### config.mk
export PLATFORM = sky130hd
export DESIGN_NAME = mc_control_unit
export DESIGN_NICKNAME = d
export VERILOG_FILES = /design/src/rtl/mc_control_unit.sv
export SDC_FILE = /design/constraint.sdc
export NUM_CORES = 1
export LEC_CHECK = 0
export BUFFER_PORTS_ARGS = -buffer_cell sky130_fd_sc_hd__buf_2
export CAP_MARGIN = 10
export CORE_UTILIZATION = 50
export DETAILED_ROUTE_END_ITERATION = 8
export PLACE_DENSITY = 0.85
export SLEW_MARGIN = 20
export SYNTH_ARGS = -nofsm -noshare
export SYNTH_HDL_FRONTEND = slang
export SYNTH_SLANG_ARGS = --single-unit
### constraint.sdc
create_clock -name clk -period 3.25 [get_ports clk]
set_input_delay 0.8125 -clock clk [delete_from_list [all_inputs] [get_ports clk]]
set_output_delay 0.8125 -clock clk [all_outputs]
set_load 0.02 [all_outputs]
### src/rtl/mc_control_unit.sv
// Multicycle CPU control FSM: steps each instruction through IF/ID/EXE/MEM/WB,
// drives datapath enables and the PC strobe, and counts retired instructions.
module mc_control_unit #(
  parameter int CNT_W = 32
) (
  input  logic             clk,
  input  logic             reset,
  input  logic [5:0]       opcode,
  input  logic             zero,
  output logic             PCWre,
  output logic [1:0]       PCSrc,
  output logic             InsMemRW,
  output logic             IRWre,
  output logic             ExtSel,
  output logic             ALUSrcA,
  output logic             ALUSrcB,
  output logic [2:0]       ALUOp,
  output logic             mRD,
  output logic             mWR,
  output logic             RegWre,
  output logic [1:0]       RegDst,
  output logic             WrRegDSrc,
  output logic             DBDataSrc,
  output logic [2:0]       state,
  output logic             halted,
  output logic [CNT_W-1:0] instr_count
);

  typedef enum logic [2:0] {
    S_IF   = 3'b000,
    S_ID   = 3'b001,
    S_EXE  = 3'b010,
    S_MEM  = 3'b011,
    S_WB   = 3'b100,
    S_HALT = 3'b101
  } state_e;

  localparam logic [5:0] OP_ADD  = 6'b000000, OP_SUB = 6'b000001, OP_ADDI = 6'b000010;
  localparam logic [5:0] OP_OR   = 6'b010000, OP_AND = 6'b010001, OP_ORI  = 6'b010010;
  localparam logic [5:0] OP_SLL  = 6'b011000, OP_SLT = 6'b100110;
  localparam logic [5:0] OP_SW   = 6'b110000, OP_LW  = 6'b110001, OP_BEQ  = 6'b110100;
  localparam logic [5:0] OP_J    = 6'b111000, OP_JR  = 6'b111001, OP_JAL  = 6'b111010;
  localparam logic [5:0] OP_HALT = 6'b111111;

  state_e             state_q, state_d;
  logic [CNT_W-1:0]   cnt_q;
  logic               is_rtype, is_alu, is_mem, is_jump;

  assign is_rtype = (opcode == OP_ADD) || (opcode == OP_SUB) || (opcode == OP_OR) ||
                    (opcode == OP_AND) || (opcode == OP_SLL) || (opcode == OP_SLT);
  assign is_alu   = is_rtype || (opcode == OP_ADDI) || (opcode == OP_ORI);
  assign is_mem   = (opcode == OP_SW) || (opcode == OP_LW);
  assign is_jump  = (opcode == OP_J) || (opcode == OP_JR) || (opcode == OP_JAL);

  always_comb begin
    state_d   = state_q;
    PCWre     = 1'b0;
    PCSrc     = 2'b00;
    InsMemRW  = 1'b0;
    IRWre     = 1'b0;
    ExtSel    = 1'b0;
    ALUSrcA   = 1'b0;
    ALUSrcB   = 1'b0;
    ALUOp     = 3'b000;
    mRD       = 1'b0;
    mWR       = 1'b0;
    RegWre    = 1'b0;
    RegDst    = 2'b00;
    WrRegDSrc = 1'b0;
    DBDataSrc = 1'b0;
    halted    = (state_q == S_HALT);

    // IR is still loading during IF, so opcode decodes are held low there
    if (state_q != S_IF) begin
      ExtSel    = (opcode != OP_ORI);
      ALUSrcA   = (opcode == OP_SLL);
      ALUSrcB   = (opcode == OP_ADDI) || (opcode == OP_ORI) || is_mem;
      DBDataSrc = (opcode == OP_LW);
      unique case (opcode)
        OP_SUB, OP_BEQ: ALUOp = 3'b001;
        OP_SLL:         ALUOp = 3'b010;
        OP_OR, OP_ORI:  ALUOp = 3'b011;
        OP_AND:         ALUOp = 3'b100;
        OP_SLT:         ALUOp = 3'b110;
        default:        ALUOp = 3'b000;
      endcase
      if (is_rtype)                                                    RegDst = 2'b10;
      else if ((opcode == OP_ADDI) || (opcode == OP_ORI) || (opcode == OP_LW)) RegDst = 2'b01;
    end

    unique case (state_q)
      S_IF: begin
        InsMemRW = 1'b1;
        IRWre    = 1'b1;
        state_d  = S_ID;
      end
      S_ID: begin
        if (is_jump) begin
          PCWre   = 1'b1;
          PCSrc   = (opcode == OP_JR) ? 2'b10 : 2'b11;
          RegWre  = (opcode == OP_JAL);
          state_d = S_IF;
        end else if (opcode == OP_HALT) begin
          state_d = S_HALT;
        end else if (is_alu || is_mem || (opcode == OP_BEQ)) begin
          state_d = S_EXE;
        end else begin
          PCWre   = 1'b1;
          state_d = S_IF;
        end
      end
      S_EXE: begin
        if (opcode == OP_BEQ) begin
          PCWre   = 1'b1;
          PCSrc   = {1'b0, zero};
          state_d = S_IF;
        end else if (is_mem) begin
          state_d = S_MEM;
        end else if (is_alu) begin
          state_d = S_WB;
        end else begin
          state_d = S_IF;
        end
      end
      S_MEM: begin
        if (opcode == OP_SW) begin
          mWR     = 1'b1;
          PCWre   = 1'b1;
          state_d = S_IF;
        end else if (opcode == OP_LW) begin
          mRD     = 1'b1;
          state_d = S_WB;
        end else begin
          state_d = S_IF;
        end
      end
      S_WB: begin
        RegWre    = 1'b1;
        WrRegDSrc = 1'b1;
        PCWre     = 1'b1;
        state_d   = S_IF;
      end
      S_HALT:  state_d = S_HALT;
      default: state_d = S_IF;
    endcase

    // no strobe may escape during a reset cycle, even mid-instruction
    if (!reset) begin
      PCWre     = 1'b0;
      PCSrc     = 2'b00;
      InsMemRW  = 1'b0;
      IRWre     = 1'b0;
      ExtSel    = 1'b0;
      ALUSrcA   = 1'b0;
      ALUSrcB   = 1'b0;
      ALUOp     = 3'b000;
      mRD       = 1'b0;
      mWR       = 1'b0;
      RegWre    = 1'b0;
      RegDst    = 2'b00;
      WrRegDSrc = 1'b0;
      DBDataSrc = 1'b0;
      halted    = 1'b0;
    end
  end

  always_ff @(posedge clk) begin
    if (!reset) begin
      state_q <= S_IF;
      cnt_q   <= '0;
    end else begin
      state_q <= state_d;
      if (PCWre) cnt_q <= cnt_q + CNT_W'(1);
    end
  end

  assign state       = state_q;
  assign instr_count = cnt_q;

endmodule
* Word-level counts from Yosys, hierarchy flattened *
Cells that the tools add are included.
Widths: inputs -> output; s select.

storage, ports and cells
  bits in registers = 35
  output and inout port bits = 54
  logic and storage cells = 93

cells by class
  add/subtract/negate cells = 1
  equal/unequal tests = 20
  mux-type cells = 50
  reduce and logical (&&, ||, !) cells = 20

operators with widths
  kind                   number
  $eq 6x6->1 const B     8
  $add 32x1->32 const B  1
  $mux 1                 30
  $pmux 3 s5             2
  $mux 3                 9
  $eq 6x5->1 const B     4
  $logic_or 1x1->1       15
  $mux 2                 6
  $eq 3x2->1 const B     2
  $eq 3x3->1 const B     2
  $eq 6x1->1 const B     1
  $eq 6x2->1 const B     1
  $logic_not 6->1        1
  $ne 6x5->1 const B     1
  $pmux 1 s4             1
  $pmux 2 s2             1
  $reduce_or 2->1        2
  $eq 3x1->1 const B     1
  $logic_not 3->1        1
  $reduce_bool 3->1      1
  $pmux 1 s2             1

* Logic depth before layout (Yosys ltp) *
  depth in word-level cells = 15
  gate-level depth with buffers = 9

* Worst setup path after synthesis *
No wires, ideal clock.

  path type = input to output
  start point = input port opcode[2]
  end point = output port PCWre
  arrival = 2278 ps
  required time = 2438 ps
  path slack = 160 ps
  stages = 7
  buffers on the path = 2
  path through = buf_2 nor2_1 a311oi_1 or3_1 a32oi_1 buf_2 nor2_1

on the way
  cells in the longest elaborated chain, start to end = 15

ends and longest elaborated chain
  item                                                  RTL line  RTL
  from (decl)                                           8         input logic [5:0] opcode,
  $eq 6x1->1 / $logic_not 6->1 (equally long branches)  49        assign is_rtype = (opcode == OP_ADD) || (opcode == OP_SUB) || (opcode == OP_OR) ||
  $logic_or 1x1->1 (3 in a row)                         49
  $logic_or 1x1->1 (2 in a row)                         50        (opcode == OP_AND) || (opcode == OP_SLL) || (opcode == OP_SLT);
  $logic_or 1x1->1 (2 in a row)                         51        assign is_alu = is_rtype || (opcode == OP_ADDI) || (opcode == OP_ORI);
  $logic_or 1x1->1 (2 in a row)                         105       end else if (is_alu || is_mem || (opcode == OP_BEQ)) begin
  $mux 1                                                105
  $mux 1                                                103       end else if (opcode == OP_HALT) begin
  $mux 1                                                98        if (is_jump) begin
  $pmux 1 s4 (*)                                        91        unique case (state_q)
  $mux 1 (*)                                            148       if (!reset) begin
  to (decl)                                             10        output logic PCWre,

Every way passes the cells marked *; elsewhere a longest branch is shown, timed or not.

* Worst setup path in the final report *
  start point = input port opcode[5]
  end point = output port PCWre

The elaborated chain is that of the path after synthesis.

==> impl_metrics.tcl <==
set metrics [dict create \
    diodes 0 \
    finalCritPeriodShare_pct 94.2 \
    grt_pass1_vias 2032 \
    cts_tree "yes" \
    synthMuxAreaShare_pct 0.933 \
    io_pins 63 \
    tightest_slew_ns 1.02 \
    synth.top_cell.area_share_pct 32.7 \
    synthTopCellsByArea "dfxtp_1 (33%), a21oi_1 (8.9%), or3_1 (6.1%)" \
    synth_edf_count 0 \
    die_w_um 67.5 \
    synth_cells 293 \
    grt_max_degree 33 \
    peakVddDrop_v 0.000285 \
    drtIter0Drc 126 \
    r2r_end "instr_count[31]$_SDFFE_PN0P_" \
    regToRegStartpoint "instr_count[4]$_SDFFE_PN0P_" \
    insertion_delay_ns 0.29 \
    postCtsSetupBuffers 0 \
    yosysTopAreaCell "dfxtp_1" \
    areaGrowthSynthToFinish_pct 22.2 \
    ys_types 42 \
    antenna_found_initial 0 \
    cp.arrival_ns 2.25 \
    row_count 23 \
    fin_util_pct 64.6 \
    clk_pin_slew_ns 0.07 \
    r2r_slack_ns 0.77 \
    path_class "input pin to output port" \
    required_ns 2.44 \
    synth.avg_cell_area_um2 7.32 \
    portBuffers 62 \
    ys_async_sr_fraction_pct 0 \
    worstSetupEndpointType "output port" \
    wl_um 5610 \
    viasPerCell 5.92 \
    cts_root_buffer "clkbuf_8" \
    n_fill_cell 368 \
    overflow 0 \
    ant_nets 0 \
    status "complete, no violations" \
    synth_top_family_by_area "simple AND/OR/NAND/NOR gates" \
    critical_path.max_fanout 8 \
    report.final.slew_viol_count 0 \
    period_needed_ns 3.06 \
    fin_tns_setup_ns 0 \
    initial_core_util_pct 52.9 \
    cts.path.max_buffers 2 \
    gp_congestion 0.906 \
    grt_pass1_wl_um 8870 \
    track_usage_pct 25.6 \
    drive_above_1_share_pct 24.2 \
    clock_sinks 35 \
    hold_path.class "flip-flop to flip-flop" \
    critPathLaunchType "input pin" \
    final-setup-viol-count 0 \
    syn_area_mm2 0.00215 \
    core_mm2 0.00406 \
    route.detailed.drc 0 \
    ys_seq_elements 35 \
    vias 2405 \
    yosysSeqAreaShare_pct 32.7 \
    cellLeakagePower_nw 1.04 \
    yosysWarnings 0 \
    max_freq_ghz 0.327 \
    synthSimpleGateAreaFrac_pct 34.1 \
    synth-xor-area-share_pct 0.816 \
    synth_compound_area_share_pct 24.4 \
    crit_path_end "PCWre" \
    drtPass1Iterations 4 \
    dpl.hpwl_um 3990 \
    dp_cells 398 \
    skew_ns 0.00523 \
    fin_nets 365 \
    cap_violations 0 \
    synth_nets 303 \
    r2r_cells 5 \
    wire_per_inst_um 13.8 \
    die_h_um 67.5 \
    htree_levels 2 \
    dieArea_mm2 0.00456 \
    synth_fa_ha_area_share_pct 0.583 \
    synth-main-ff-cell "dfxtp_1" \
    hold_viol 0 \
    worstSetupStartpoint "opcode[5]" \
    synth_commonest_cells "a21oi_1 (38), dfxtp_1 (35), or3_1 (21)" \
    cellPowerDensity_mw_per_mm2 334 \
    slew_headroom_pct 31.3 \
    final_cells 406 \
    yosysMostFrequentCell "a21oi_1" \
    cts_made_buffers 5 \
    grt_setup_unrepaired "no" \
]
-- sequential cells by signal, indices dropped and copies added (netlist names) --
| register | flops |
|---|---|
| state | 3 |
| instr_count | 32 |
-- worst max-delay path, stage by stage --
cell	delay, ns
buf_2	0.14
nor2b_2	0.18
o31a_1	0.25
or3_1	0.36
a32oi_1	0.30
nor2_1	0.06
buf_2	0.16
-- where the power goes --
group          internal, W  switching, W
logic            0.0000429     0.0000779
registers         0.000435     0.0000118
clock network     0.000150      0.000158
-- worst min-delay path by stage --
stage	start	to	slack (ns)	cells past startpoint
3_3_place_gp	instr_count[31]$_SDFFE_PN0P_	instr_count[31]$_SDFFE_PN0P_	0.47	2
4_1_cts	instr_count[31]$_SDFFE_PN0P_	instr_count[31]$_SDFFE_PN0P_	0.48	2
2_1_floorplan	instr_count[31]$_SDFFE_PN0P_	instr_count[31]$_SDFFE_PN0P_	0.55	2
5_1_grt	instr_count[31]$_SDFFE_PN0P_	instr_count[31]$_SDFFE_PN0P_	0.51	2
6_report	instr_count[31]$_SDFFE_PN0P_	instr_count[31]$_SDFFE_PN0P_	0.48	2
3_5_place_dp	instr_count[31]$_SDFFE_PN0P_	instr_count[31]$_SDFFE_PN0P_	0.47	2
-- layout by cell type, fill, tap and decap left out, types with 11 or more instances in the layout --
cell type and count:
buf_4 11, inv_1 17, o21ai_0 18, buf_2 62, dfxtp_1 35, nand2_1 20, or3_1 21, nand3_1 12
nor3_1 11, a21oi_1 37, or4_1 12, o31ai_1 13, nor2_1 19
-- logic make-up after synthesis --
group / count (synthesis)
AOI/OAI and AO/OA: 87
xor gates and xnor gates: 2
adders and majority gates: 1
buffers and inverters: 35
DFF: 35
muxes: 2
and+or+nand+nor: 131
-- layout make-up --
class	instances	area [um^2]	area share (%)
clock inverters	1	5.00	0.191
flip-flops and latches	35	701	26.7
clock buffers	7	76.3	2.91
multi-input cells	223	1320	50.4
repair buffers	73	393	15.0
inverters	17	63.8	2.43
well taps	50	62.6	2.39
-- routing by layer --
| metal | track usage, % | part of all wire [%] | vias up | wire length, um |
|---|---|---|---|---|
| met5 | 0 | 0 | - | 0 |
| met4 | 7.71 | 0.62 | 0 | 35 |
| met3 | 6.93 | 6.6 | 4 | 372 |
| met2 | 41.3 | 47 | 79 | 2660 |
| met1 | 32.9 | 45 | 1113 | 2540 |
| li1 | - | - | 1209 | - |
-- stage by stage --
step / setup slack (ns) / power [W] / instance area [um^2] / hold WS [ns]
after floorplan: 0.160 / 0.000533 / 2150 / 0.551
after global placement: 0.105 / 0.000570 / 2520 / 0.465
after detailed placement: 0.0256 / 0.000574 / 2520 / 0.473
after CTS: 0.0603 / 0.000879 / 2610 / 0.483
after global routing: 0.0269 / 0.000909 / 2620 / 0.507
final: 0.189 / 0.000876 / 2620 / 0.478
-- repair_timing --
action,4_1_cts,5_1_grt
hold buffers,0,0
endpoints found under the setup margin,0,1
gates resized for setup,0,3
Power figures use the tool's default switching activity.
